## config.mk

```make
export PLATFORM = sky130hd
export DESIGN_NAME = triangle_raster_scan
export DESIGN_NICKNAME = d
export VERILOG_FILES = /design/src/rtl/triangle_raster_scan.sv
export SDC_FILE = /design/constraint.sdc
export NUM_CORES = 1
export LEC_CHECK = 0
export ABC_CLOCK_PERIOD_IN_PS = 4200
export BUFFER_PORTS_ARGS = -buffer_cell sky130_fd_sc_hd__buf_2
export CORE_ASPECT_RATIO = 0.5
export CORE_UTILIZATION = 50
export CTS_CLUSTER_DIAMETER = 50
export DETAILED_ROUTE_END_ITERATION = 12
export PLACE_DENSITY_LB_ADDON = 0.25
export SLEW_MARGIN = 20
export SYNTH_ARGS = -nofsm -noshare
export SYNTH_HDL_FRONTEND = slang
export SYNTH_SLANG_ARGS = --single-unit
export TNS_END_PERCENT = 30
```

## constraint.sdc

```tcl
create_clock -name CLOCK_50 -period 4.2 [get_ports CLOCK_50]
set_input_delay 0 -clock CLOCK_50 [delete_from_list [all_inputs] [get_ports CLOCK_50]]
set_output_delay 0 -clock CLOCK_50 [all_outputs]
set_load 0.005 [all_outputs]
```

## src/rtl/triangle_raster_scan.sv

```systemverilog
// rtl/triangle_raster_scan.sv - bounding-box raster scanner feeding checkPoint
// Latches a triangle, sweeps its bounding box row-major on a valid/ready stream, counts inside points.
module triangle_raster_scan #(
    parameter int W  = 11,
    parameter int CW = 2*W+1
) (
    input  logic          CLOCK_50,
    input  logic          RESET_N,
    input  logic          start,
    input  logic [W-1:0]  ax,
    input  logic [W-1:0]  ay,
    input  logic [W-1:0]  bx,
    input  logic [W-1:0]  by,
    input  logic [W-1:0]  cx,
    input  logic [W-1:0]  cy,
    output logic [W-1:0]  px,
    output logic [W-1:0]  py,
    output logic [W-1:0]  tri_ax,
    output logic [W-1:0]  tri_ay,
    output logic [W-1:0]  tri_bx,
    output logic [W-1:0]  tri_by,
    output logic [W-1:0]  tri_cx,
    output logic [W-1:0]  tri_cy,
    input  logic          chk_in,
    output logic          pix_valid,
    input  logic          pix_ready,
    output logic [W-1:0]  pix_x,
    output logic [W-1:0]  pix_y,
    output logic          pix_in,
    output logic          busy,
    output logic          done,
    output logic [CW-1:0] inside_count
);

    typedef enum logic [1:0] {IDLE, BBOX, SCAN, FIN} state_t;

    state_t         state, state_nxt;
    logic [W-1:0]   xmin, xmax, ymin, ymax;
    logic [W-1:0]   bb_xmin, bb_xmax, bb_ymin, bb_ymax;
    logic [CW-1:0]  cnt, cnt_nxt;
    logic           xfer, row_end, col_end;

    function automatic logic [W-1:0] min3(input logic [W-1:0] a, input logic [W-1:0] b,
                                          input logic [W-1:0] c);
        logic [W-1:0] m;
        m = (a < b) ? a : b;
        return (c < m) ? c : m;
    endfunction

    function automatic logic [W-1:0] max3(input logic [W-1:0] a, input logic [W-1:0] b,
                                          input logic [W-1:0] c);
        logic [W-1:0] m;
        m = (a > b) ? a : b;
        return (c > m) ? c : m;
    endfunction

    assign bb_xmin = min3(tri_ax, tri_bx, tri_cx);
    assign bb_xmax = max3(tri_ax, tri_bx, tri_cx);
    assign bb_ymin = min3(tri_ay, tri_by, tri_cy);
    assign bb_ymax = max3(tri_ay, tri_by, tri_cy);

    // Row/column ends are found by comparison so a box touching 2^W-1 never wraps.
    assign row_end = !(px < xmax);
    assign col_end = !(py < ymax);
    assign xfer    = pix_valid & pix_ready;
    assign cnt_nxt = cnt + {{(CW-1){1'b0}}, chk_in};

    assign pix_x  = px;
    assign pix_y  = py;
    assign pix_in = pix_valid & chk_in;

    always_ff @(posedge CLOCK_50 or negedge RESET_N) begin
        if (!RESET_N) state <= IDLE;
        else          state <= state_nxt;
    end

    always_comb begin
        state_nxt = state;
        pix_valid = 1'b0;
        busy      = 1'b1;
        done      = 1'b0;
        case (state)
            IDLE: begin
                busy = 1'b0;
                if (start) state_nxt = BBOX;
            end
            BBOX: state_nxt = SCAN;
            SCAN: begin
                pix_valid = 1'b1;
                if (pix_ready && row_end && col_end) state_nxt = FIN;
            end
            FIN: begin
                done      = 1'b1;
                state_nxt = IDLE;
            end
            default: state_nxt = IDLE;
        endcase
    end

    always_ff @(posedge CLOCK_50 or negedge RESET_N) begin
        if (!RESET_N) begin
            px <= '0; py <= '0;
            tri_ax <= '0; tri_ay <= '0; tri_bx <= '0;
            tri_by <= '0; tri_cx <= '0; tri_cy <= '0;
            xmin <= '0; xmax <= '0; ymin <= '0; ymax <= '0;
            cnt <= '0; inside_count <= '0;
        end else begin
            case (state)
                IDLE: if (start) begin
                    tri_ax <= ax; tri_ay <= ay; tri_bx <= bx;
                    tri_by <= by; tri_cx <= cx; tri_cy <= cy;
                    cnt    <= '0;
                end
                BBOX: begin
                    xmin <= bb_xmin; xmax <= bb_xmax;
                    ymin <= bb_ymin; ymax <= bb_ymax;
                    px   <= bb_xmin; py   <= bb_ymin;
                end
                SCAN: if (xfer) begin
                    cnt <= cnt_nxt;
                    if (!row_end) begin
                        px <= px + 1'b1;
                    end else if (!col_end) begin
                        px <= xmin;
                        py <= py + 1'b1;
                    end else begin
                        // Published on the final transfer so it is valid while done is high.
                        inside_count <= cnt_nxt;
                    end
                end
                default: ;
            endcase
        end
    end

endmodule

```

* After elaboration in Yosys (flattened, before gate mapping)
Index checks and enable logic that the tools add are counted.
Word-level totals: output and inout bits 137, register bits 169
Cells by class: $lt $le $gt $ge 10, add/sub/neg operators 3, bitwise gates (word level) 4, equal/unequal tests 9, reductions and logical operators 13, mux-type cells 25
Operators with widths (number):
- $mux 11 | 14
- $lt 11x11->1 | 6
- $mux 23 | 2
- $pmux 23 s2 | 1
- $gt 11x11->1 | 4
- $pmux 11 s2 | 2
- $add 23x1->23 | 1
- $add 11x1->11 const B | 2
- $ne 2x2->1 const B | 5
- $pmux 2 s4 | 1
- $reduce_and 4->1 | 2
- $reduce_and 3->1 | 2
- $eq 2x2->1 const B | 2
- $mux 2 | 2
- $reduce_and 2->1 | 2
- $reduce_bool 2->1 | 2
- $mux 1 | 3
- $ne 3x3->1 const B | 1
- $and 1x1->1 | 2
- $eq 2x1->1 const B | 1
- $logic_and 1x1->1 | 2
- $logic_not 1->1 | 2
- $logic_not 2->1 | 1
- $not 1->1 | 2

* Logic depth before layout (Yosys ltp)
Gate-level depths: netlist of run 1.
word-level depth 6, gate-level depth with buffers 20, depth with buffers taken out 18

* Worst setup path before layout of run 1
No wires, ideal clock.
path kind register to register, start point reg tri_ay[4], end point reg ymax[2], arrival 3.938 ns, clock period less this slack 4.071 ns, setup slack 0.129 ns, buffers on the path 2, stages on the path, launching flop included 20, cell sequence dfrtp_1 > ha_1 > a21o_1 > a21oi_1 > nor2b_1 > o31a_1 > o21ai_1 > buf_2 > mux2_2 > inv_1 > ha_1 > nor2b_1 > o21a_1 > o21a_1 > o21ai_0 > a221oi_1 > a211oi_1 > clkbuf_1 > o32a_1 > o31ai_1
Between the ends: word-level cells in the longest chain between the ends 4
RTL lines:
- start: declaration | RTL line 19 | output logic [W-1:0] tri_ay,
- start signal: assignment | RTL line 103 | tri_ax <= '0; tri_ay <= '0; tri_bx <= '0;
- start signal: assignment | RTL line 110 | tri_ax <= ax; tri_ay <= ay; tri_bx <= bx;
- $gt 11x11->1 | RTL line 53 | m = (a > b) ? a : b;
- $mux 11 (*) | RTL line 53
- $gt 11x11->1 | RTL line 54 | return (c > m) ? c : m;
- $mux 11 (*) | RTL line 54
- end signal: assignment | RTL line 116 | ymin <= bb_ymin; ymax <= bb_ymax;
- end: declaration | RTL line 38 | logic [W-1:0] xmin, xmax, ymin, ymax;
Mark *: on every way between the ends. The rest lies on a longest branch, timed or not. A chain may end at the register's enable or synchronous reset.

* Final worst setup path of run 1
start point reg tri_by[1], end point reg py[0], in the netlist pix_y[0]
Between the ends: word-level cells in the longest chain between the ends 5
RTL lines:
- start: declaration | RTL line 21 | output logic [W-1:0] tri_by,
- start signal: assignment | RTL line 104 | tri_by <= '0; tri_cx <= '0; tri_cy <= '0;
- start signal: assignment | RTL line 111 | tri_by <= by; tri_cx <= cx; tri_cy <= cy;
- $lt 11x11->1 | RTL line 46 | m = (a < b) ? a : b;
- $mux 11 (*) | RTL line 46
- $lt 11x11->1 | RTL line 47 | return (c < m) ? c : m;
- $mux 11 (*) | RTL line 47
- $pmux 11 s2 (*) | RTL line 108 | case (state)
- end signal: assignment | RTL line 117 | px <= bb_xmin; py <= bb_ymin;
- end signal: assignment | RTL line 125 | py <= py + 1'b1;
- end: declaration | RTL line 17 | output logic [W-1:0] py,
Marks and branches as above.

==> impl_metrics.tcl, run 1 <==
set metrics [dict create \
    outcome "finished, final reports clean" \
    synth-xor-area-share_pct 2.40 \
    period_share_pct 98.3 \
    worst_hold_slack_ns 0.0563 \
    yosysUniqueCellTypes 71 \
    synth_top_cells_by_area "sky130_fd_sc_hd__dfrtp_1 39%, sky130_fd_sc_hd__ha_1 11%, sky130_fd_sc_hd__mux2_2 8.9%" \
    power.density_cell_area_mw_per_mm2 1020 \
    ys_top_cells_by_count "169 x sky130_fd_sc_hd__dfrtp_1, 93 x sky130_fd_sc_hd__ha_1, 87 x sky130_fd_sc_hd__mux2_2, 73 x sky130_fd_sc_hd__inv_1, 66 x sky130_fd_sc_hd__nor2_1" \
    final_net_count 1579 \
    skew_ns 0.0158 \
    finalInstanceArea_mm2 0.0140 \
    grt_antenna_before_repair 0 \
    yosys.area_share.simple_pct 12.3 \
    worst_setup_hold_path_clk_slew_ns 0.07 \
    grt_use_total_pct 28.0 \
    area.growth.synth_to_final_pct 28.3 \
    report.final.slew_viol_count 0 \
    vdd.ir_drop.worst_mv 0.577 \
    period_needed_ns 4.13 \
    grt_first_pass_wirelength_um 49400 \
    grt_start_max_net_pins 75 \
    ant_nets 0 \
    first_global_vias 9795 \
    placement.setup.worst_slack_ns -0.235 \
    post_drt_via_cell_ratio 5.72 \
    synth_adder_area_share_pct 10.6 \
    seq_area_frac_synth_pct 38.6 \
    gp_congestion 0.896 \
    rows 37 \
    fraction_of_the_mapped_netlist_area_in_compound_gates_pct 15.9 \
    max_cap_viol_count 0 \
    synth.net_count 1274 \
    post-route-drc-count 0 \
    routed_wirelength_um 31300 \
    fraction_of_registers_with_async_set_reset_pct 100 \
    firstDrtPassIters 5 \
    startpoint_type "register" \
    dpl.cell_count 1607 \
    clkLatencyLatePin_ns 0.45 \
    synth_most_common_cell "sky130_fd_sc_hd__dfrtp_1" \
    cts_sinks 169 \
    timing.final.setup_violations 0 \
    setup_ws_ns 0.0726 \
    worst-slew-pin-transition_ns 0.889 \
    die_width_um 211 \
    critical_path.endpoint_type "register" \
    tritoncts_clock_tree "done" \
    critical_path.max_stage_delay_ns 0.43 \
    worstPathArrival_ns 4.45 \
    timing.hold.worst.class "input port to register" \
    ctsLongestPathBuffers 2 \
    yosys-mux-area-fraction_pct 13.9 \
    fin_setup_tns_ns 0 \
    rsz0062_at_grt "yes" \
    synth_top_area_cell "sky130_fd_sc_hd__dfrtp_1" \
    worst_ep_required_time_ns 4.53 \
    floorplan.core_area_mm2 0.0210 \
    synth.yosys.warnings 0 \
    detailedRoute.firstIterationViolations 661 \
    share_of_cells_above_drive_strength_1_pct 32.6 \
    antenna_cells 0 \
    floorplan.initialDensity_pct 52.1 \
    gr_overflow_total 0 \
    dpl_cell_area_mm2 0.0125 \
    postSynthCellCount 1110 \
    critical_path_class "register to register" \
    avgRoutedWirePerCell_um 18.2 \
    fp.dieArea_mm2 0.0225 \
    reg2reg_setup_slack_ns 0.07 \
    crit_fanout 10 \
    routed-via-count 9829 \
    place.detailed.hpwl_um 21900 \
    max_freq_mhz 242 \
    post_layout_nonfiller_instances 1719 \
    largest_family_of_logic_cells_by_synthesized_area "compound AO/OA/AOI/OAI gates" \
    finalHoldViolations 0 \
    fp.dieH_um 107 \
    synth.ff_latch_count 169 \
    netlist_area_mm2 0.0109 \
    postSynth.topFlopCell "sky130_fd_sc_hd__dfrtp_1" \
    clockRootBuffer "sky130_fd_sc_hd__clkbuf_16" \
    io_buffers 207 \
    synth_enable_flop_cells 0 \
    synthDominantCellAreaShare_pct 38.6 \
    numCtsBuffers 17 \
    timing.critical_path.slowest_stage_cell "sky130_fd_sc_hd__dfrtp_1" \
    cellLeakagePower_nw 6.75 \
    level_count_of_the_clock_h_tree 4 \
    boundaryPins 208 \
    crit_path_cell_trace "inv_2, ha_4, nor2b_4, o21ai_2, a21oi_4, o31a_1, nor2_2, a21oi_2, ha_1, a211oi_2, o21bai_1, a21oi_1, o21ai_2, a2111oi_2, a211o_1, buf_12, mux2i_1, a21oi_1" \
    max_slew_headroom_pct 40.6 \
    syn_avg_cell_area_um2 9.86 \
]
[flip-flops by register name, indices dropped and copies added (netlist names)]
name,flops
tri_cy,11
pix_x,11
tri_bx,11
xmax,11
ymax,11
tri_by,11
state,2
xmin,11
cnt,23
tri_ax,11
tri_cx,11
inside_count,23
pix_y,11
tri_ay,11
[per-layer routing]
metal  vias to the layer above  wire (um)  global-route usage, %
li1                       4627          -                      -
met1                      4822      13500                   35.5
met2                       319      15400                   47.6
met3                        61       1660                   5.83
met4                         0        679                   9.89
met5                         -          0                      0
[per-stage QoR]
step	total power, W	utilization (%)
6_report	0.0143	66.8
3_5_place_dp	0.0118	59.5
2_1_floorplan	0.00883	-
4_1_cts	0.0137	65.6
3_3_place_gp	0.0114	59.5
5_1_grt	0.0154	66.8
[logic make-up after synthesis]
logic type                 count (synthesis)
and+or+nand+nor                          268
DFF                                      169
AOI/OAI and AO/OA                        264
buffers and inverters                    147
xor gates and xnor gates                  30
adders and majority gates                 93
muxes                                    139
[repair_timing]
action	CTS	global route
gates resized for setup	8	46
setup buffers	3	9
endpoints found under the setup margin	20	34
pin swaps	3	21
cloned	0	1
hold buffers	68	0
endpoints found under the hold margin	140	0
[where the power goes]
group          switching (W)  total, W  internal (W)
Clock               0.000695   0.00153      0.000832
Combinational        0.00512   0.00970       0.00458
Sequential          0.000761   0.00310       0.00234
Total                0.00657    0.0143       0.00775
[placed cells by master (no fill, tap or decap), types with 41 or more instances in the layout]
cell type / count
sky130_fd_sc_hd__a21oi_1: 56
sky130_fd_sc_hd__buf_2: 206
sky130_fd_sc_hd__buf_4: 79
sky130_fd_sc_hd__dfrtp_1: 167
sky130_fd_sc_hd__dlygate4sd3_1: 68
sky130_fd_sc_hd__ha_1: 87
sky130_fd_sc_hd__inv_1: 71
sky130_fd_sc_hd__mux2_2: 86
sky130_fd_sc_hd__mux2i_1: 41
sky130_fd_sc_hd__nand2_1: 55
sky130_fd_sc_hd__nand3_1: 43
sky130_fd_sc_hd__nor2_1: 64
sky130_fd_sc_hd__o21ai_0: 56
[area by class of cell]
cell class	instances	area, um^2
inverter	75	282
multi-input combinational	795	6250
sequential	169	4230
timing repair buffer	357	2360
tap	292	365
fill	1644	6970
clock inverter	13	119
clock buffer	18	439
[final timing paths]
check / end / cells after the start / from
worst min-delay path: state[0]$_DFFE_PN0P_ / 3 / start
max in group asynchronous: cnt[9]$_DFFE_PN0P_ / 3 / RESET_N
worst max-delay path: pix_y[0]$_DFFE_PN0P_ / 18 / tri_by[1]$_DFFE_PN0P_
worst min register to register: xmin[4]$_DFFE_PN0P_ / 1 / xmin[4]$_DFFE_PN0P_
worst max register to register: pix_y[0]$_DFFE_PN0P_ / 18 / tri_by[1]$_DFFE_PN0P_
min in group asynchronous: inside_count[8]$_DFFE_PN0P_ / 2 / RESET_N
[worst max-delay path: cells and delay by family (launching register included)]
kind / cells / cell delay [ns]
AND/OR/NAND/NOR: 2 / 0.39
adder cells (fa/ha/maj): 2 / 0.54
flip-flops: 1 / 0.43
multiplexers: 1 / 0.30
AO/OA/AOI/OAI: 11 / 2.08
buffers and inverters: 2 / 0.27
(Power assumes the default switching activity.)
==> run 2: changes to the inputs <==
- RECOVER_POWER: not set -> 50
==> impl_metrics.tcl, run 2 (synthesis gave the netlist of run 1 again) <==
set metrics [dict create \
    post_drt_via_cell_ratio 5.71 \
    place.detailed.hpwl_um 21900 \
    met2_wirelength_um 15300 \
    critical_path.endpoint_type "register" \
    gp_congestion 0.896 \
    final_net_count 1579 \
    area.sequential_mm2 0.00423 \
    timing.critical_path.slowest_stage_cell "sky130_fd_sc_hd__dfrtp_1" \
    dr.max_layer_used "met4" \
    worst_r2r_startpoint "tri_by[1]$_DFFE_PN0P_" \
    grt_use_total_pct 28.0 \
    boundaryPins 208 \
    fp.dieH_um 107 \
    worst_setup_hold_path_clk_slew_ns 0.07 \
    detailedRoute.firstIterationViolations 710 \
    max_freq_mhz 242 \
    max_slew_headroom_pct -30.0 \
    firstDrtPassIters 5 \
    grt_antenna_before_repair 0 \
    fp.dieArea_mm2 0.0225 \
    cellLeakagePower_nw 6.52 \
    capturing_element_of_the_worst_setup_path "pix_y[7]$_DFFE_PN0P_" \
    skew_ns 0.0148 \
    period_share_pct 98.2 \
    grt_first_pass_wirelength_um 49400 \
    timing.hold.worst.class "input port to register" \
    dpl_cell_area_mm2 0.0125 \
    violated_checks "max-capacitance violations, max-slew violations" \
    ant_nets 0 \
    report.power.total_w 0.0142 \
    critical_path.max_stage_delay_ns 0.43 \
    cts_sinks 169 \
    report.final.slew_viol_count 75 \
    rsz0062_at_grt "yes" \
    reg2reg_to "pix_y[7]$_DFFE_PN0P_" \
    timing.final.setup_violations 0 \
    floorplan.initialDensity_pct 52.1 \
    fillCellCount 1712 \
    finalHoldViolations 0 \
    rows 37 \
    fin_setup_tns_ns 0 \
    crit_path_start "tri_by[1]$_DFFE_PN0P_" \
    ctsLongestPathBuffers 2 \
    first_global_vias 9795 \
    grt_start_max_net_pins 75 \
    level_count_of_the_clock_h_tree 4 \
    numCtsBuffers 17 \
    reg.largest.list "cnt (23), inside_count (23)" \
    reg2reg_setup_slack_ns 0.08 \
    gr_overflow_total 0 \
    period_needed_ns 4.12 \
    floorplan.core_area_mm2 0.0210 \
    antenna_cells 0 \
    critical_path_most_common_cell "sky130_fd_sc_hd__o21ai_2" \
    outcome "finished, violations left" \
    tritoncts_clock_tree "done" \
    clockRootBuffer "sky130_fd_sc_hd__clkbuf_16" \
    clkLatencyLatePin_ns 0.45 \
    power.density_cell_area_mw_per_mm2 1020 \
    worst-slew-pin-transition_ns 1.95 \
    routed-via-count 9812 \
    crit_path_cell_trace "inv_2, ha_4, nor2b_4, o21ai_2, a21oi_4, o31a_1, nor2_2, a21oi_2, ha_1, a211oi_2, o21bai_1, a21oi_1, o21ai_2, a2111oi_2, a211o_1, buf_12, mux2i_2, o211ai_1" \
    worst_ep_required_time_ns 4.51 \
    share_of_cells_above_drive_strength_1_pct 27.6 \
    routed_wirelength_um 31300 \
    multi_input_gate_area_mm2 0.00625 \
    critical_path_class "register to register" \
    post-route-drc-count 0 \
    met1_wire_length_um 13400 \
    finalInstanceArea_mm2 0.0139 \
    routed_length_on_met3_um 1880 \
    area.growth.synth_to_final_pct 26.9 \
    layout_common_cells "169 x sky130_fd_sc_hd__dfrtp_1, 161 x sky130_fd_sc_hd__buf_2, 87 x sky130_fd_sc_hd__ha_1, 86 x sky130_fd_sc_hd__mux2_2, 71 x sky130_fd_sc_hd__inv_1" \
    die_width_um 211 \
    worstPathArrival_ns 4.44 \
    max_cap_viol_count 1 \
    layout.cells.most_common "sky130_fd_sc_hd__dfrtp_1" \
    io_buffers 207 \
    reg2reg_depth 18 \
    startpoint_type "register" \
    avgRoutedWirePerCell_um 18.2 \
    crit_fanout 10 \
    vdd.ir_drop.worst_mv 0.571 \
]
run 2: cell count changes in the layout (fill, tap and decap cells not counted):
cell	before	now
sky130_fd_sc_hd__buf_2	206	161
sky130_fd_sc_hd__clkbuf_1	0	69
sky130_fd_sc_hd__buf_6	3	2
sky130_fd_sc_hd__buf_4	79	52
sky130_fd_sc_hd__dfrtp_2	2	0
sky130_fd_sc_hd__clkbuf_2	0	2
sky130_fd_sc_hd__dfrtp_1	167	169
sky130_fd_sc_hd__clkbuf_4	0	2
run 2: through the flow:
step                std cells  hold WS, ns  util [%]  setup WS, ns
finish                   1719       0.0519      66.1        0.0754
detailed placement       1607       0.0705      59.5        -0.235
global route             1719       0.0631      66.1       -0.0772
CTS                      1709       0.0337      65.6      -0.00469
global placement         1607       0.0682      59.5        -0.185
floorplan                1110       -0.296         -         0.129
run 2: worst min path at each step:
stage             from                          end  slack, ns  cells after the start
2_1_floorplan  RESET_N           cnt[0]$_DFFE_PN0P_      -0.30                      0
3_3_place_gp   RESET_N  inside_count[8]$_DFFE_PN0P_       0.07                      1
3_5_place_dp   RESET_N  inside_count[8]$_DFFE_PN0P_       0.07                      1
4_1_cts          start         state[0]$_DFFE_PN0P_       0.03                      3
5_1_grt          start         state[0]$_DFFE_PN0P_       0.06                      3
6_report         start         state[0]$_DFFE_PN0P_       0.05                      3
run 2: routing by layer:
layer | vias up | track usage [%]
met3 | 59 | 5.83
met4 | 0 | 9.89
met5 | - | 0
met1 | 4765 | 35.5
li1 | 4635 | -
met2 | 353 | 47.6
run 2: area by class of cell:
cell class	count	share of cell area [%]
Clock buffer	18	3.16
Sequential cell	169	30.4
Multi-Input combinational cell	795	45.0
Inverter	75	2.03
Timing Repair Buffer	357	15.9
Tap cell	292	2.63
Clock inverter	13	0.856
run 2: what timing repair did:
item / in CTS / in global routing
gates resized for setup: 8 / 46
pin swaps: 3 / 21
setup buffers: 3 / 9
cloned: 0 / 1
endpoints found under the setup margin: 20 / 34
endpoints found under the hold margin: 140 / 0
hold buffers: 68 / 0
run 2: critical path: cells and delay by family (launching register included):
kind / cells / cell delay, ns
buf+inv: 2 / 0.27
mux: 1 / 0.26
simple gates: 2 / 0.37
flops: 1 / 0.43
compound gates: 11 / 2.09
fa+ha+maj: 2 / 0.54
run 2: report_power, final:
part	leakage [nW]	switching, W	total (W)	internal (W)
registers	2.10	0.000762	0.00310	0.00234
logic	4.16	0.00512	0.00955	0.00443
clock network	0.265	0.000698	0.00153	0.000832
==> run 3: changes to the inputs <==
- SETUP_SLACK_MARGIN: not set -> 0.5
==> impl_metrics.tcl, run 3 (synthesis gave the netlist of run 1 again) <==
set metrics [dict create \
    outcome "finished, violations left" \
    violated_checks "negative setup slack" \
    fp.dieH_um 107 \
    ant_nets 0 \
    floorplan.core_area_mm2 0.0210 \
    area.sequential_mm2 0.00423 \
    fp.dieArea_mm2 0.0225 \
    gp_congestion 0.870 \
    critical_path_class "register to register" \
    ctsLongestPathBuffers 2 \
    detailedRoute.firstIterationViolations 753 \
    period_needed_ns 4.23 \
    period_share_pct 101 \
    setup_ws_ns -0.0279 \
    dpl.cell_count 1571 \
    max_freq_mhz 237 \
    final_net_count 1588 \
    clockRootBuffer "sky130_fd_sc_hd__clkbuf_16" \
    firstDrtPassIters 5 \
    area.growth.synth_to_final_pct 32.6 \
    tritoncts_clock_tree "done" \
    fillCellCount 1562 \
    fin_setup_tns_ns -0.0531 \
    post_layout_nonfiller_instances 1729 \
    gr_overflow_total 0 \
    reg.largest.list "cnt (23), inside_count (23)" \
    grt_first_pass_wirelength_um 51500 \
    die_width_um 211 \
    clkLatencyLatePin_ns 0.45 \
    first_global_vias 9904 \
    placement.setup.worst_slack_ns -0.0827 \
    worst_setup_hold_path_clk_slew_ns 0.07 \
    max_cap_viol_count 0 \
    crit_fanout 7 \
    cts_sinks 169 \
    grt_start_max_net_pins 142 \
    worst-slew-pin-transition_ns 1.46 \
    skew_ns 0.0120 \
    layout.cells.most_common "sky130_fd_sc_hd__buf_2" \
    floorplan.initialDensity_pct 52.1 \
    worst_ep_required_time_ns 4.52 \
    multi_input_gate_area_mm2 0.00661 \
    grt_antenna_before_repair 0 \
    timing.final.setup_violations 3 \
    post_drt_via_cell_ratio 5.81 \
    place.detailed.hpwl_um 21200 \
    numCtsBuffers 17 \
    boundaryPins 208 \
    io_buffers 207 \
    grt_use_total_pct 29.3 \
    worst_hold_slack_ns 0.0498 \
    max_slew_headroom_pct 2.78 \
    rows 37 \
    avgRoutedWirePerCell_um 19.3 \
    critical_path.endpoint_type "register" \
    level_count_of_the_clock_h_tree 4 \
    layout_common_cells "186 x sky130_fd_sc_hd__buf_2, 167 x sky130_fd_sc_hd__dfrtp_1, 85 x sky130_fd_sc_hd__mux2_2, 80 x sky130_fd_sc_hd__buf_4, 78 x sky130_fd_sc_hd__ha_1" \
    report.final.slew_viol_count 0 \
    finalHoldViolations 0 \
    share_of_cells_above_drive_strength_1_pct 34.7 \
    rsz0062_at_grt "yes" \
    routed_wirelength_um 33400 \
    antenna_cells 0 \
    startpoint_type "register" \
    timing.hold.worst.class "input port to register" \
    worstPathArrival_ns 4.54 \
    post-route-drc-count 0 \
    routed-via-count 10100 \
]
## run 3: changes by cell type in the layout (fill, tap and decap cells not counted), sizes merged
cell / previous run / this run
buf: 216 / 276
clkbuf: 91 / 41
bufinv: 1 / 3
clkinvlp: 4 / 2
clkinv: 5 / 6
inv: 78 / 77
## run 3: timing repair
action | in CTS | in global routing
gates cloned | 2 | 0
endpoints found under the hold margin | 218 | 0
gates resized for setup | 55 | 65
pin swaps | 41 | 27
setup endpoints to repair | 55 | 55
hold buffers | 69 | 0
buffers inserted | 50 | 5
## run 3: path summary, 6_finish.rpt
kind | start | depth (start not counted) | slack (ns) | end
worst max register to register | tri_by[6]$_DFFE_PN0P_ | 19 | -0.03 | ymax[1]$_DFFE_PN0P_
worst min-delay path | start | 3 | 0.05 | state[0]$_DFFE_PN0P_
worst min register to register | xmax[0]$_DFFE_PN0P_ | 2 | 0.48 | xmax[0]$_DFFE_PN0P_
min in group asynchronous | RESET_N | 3 | 0.32 | cnt[0]$_DFFE_PN0P_
max in group asynchronous | RESET_N | 3 | 2.69 | cnt[20]$_DFFE_PN0P_
worst max-delay path | tri_by[6]$_DFFE_PN0P_ | 19 | -0.03 | ymax[1]$_DFFE_PN0P_
## run 3: area by class of cell
type | instances | area share, %
Clock buffer | 19 | 3.05
Clock inverter | 13 | 1.15
Inverter | 75 | 1.94
Multi-Input combinational cell | 795 | 45.5
Sequential cell | 169 | 29.1
Tap cell | 292 | 2.52
Timing Repair Buffer | 366 | 16.6
## run 3: layer usage
metal,vias up,track usage [%],part of all wire (%)
li1,4638,-,-
met1,4974,36.8,42
met2,367,50.2,50
met3,75,6.18,5.9
met4,0,10.2,2.7
met5,-,0,0
## run 3: critical path, cell delays in order, from the launching register on
cell and delay, ns:
sky130_fd_sc_hd__dfrtp_1 0.52, sky130_fd_sc_hd__inv_1 0.08, sky130_fd_sc_hd__ha_1 0.32, sky130_fd_sc_hd__nand4_1 0.16, sky130_fd_sc_hd__a21oi_2 0.07, sky130_fd_sc_hd__buf_4 0.14
sky130_fd_sc_hd__o31a_1 0.35, sky130_fd_sc_hd__o21ai_2 0.26, sky130_fd_sc_hd__buf_4 0.21, sky130_fd_sc_hd__mux2i_2 0.30, sky130_fd_sc_hd__ha_1 0.23, sky130_fd_sc_hd__o21a_1 0.14
sky130_fd_sc_hd__o21a_1 0.15, sky130_fd_sc_hd__o21ai_2 0.07, sky130_fd_sc_hd__a221oi_2 0.31, sky130_fd_sc_hd__a211oi_2 0.06, sky130_fd_sc_hd__buf_4 0.17, sky130_fd_sc_hd__buf_6 0.14
sky130_fd_sc_hd__o211ai_1 0.25, sky130_fd_sc_hd__o221ai_2 0.14
## run 3: through the flow
| stage | instance area, um^2 | utilization (%) |
|---|---|---|
| final | 14500 | 69.1 |
| after global routing | 14500 | 69.1 |
| after floorplan | 11000 | - |
| after global placement | 12300 | 58.5 |
| after detailed placement | 12300 | 58.5 |
| after CTS | 14200 | 67.5 |
Power of run 3 is not shown: default switching activity piles up to over one toggle a cycle in this logic, so the estimate is an artifact.
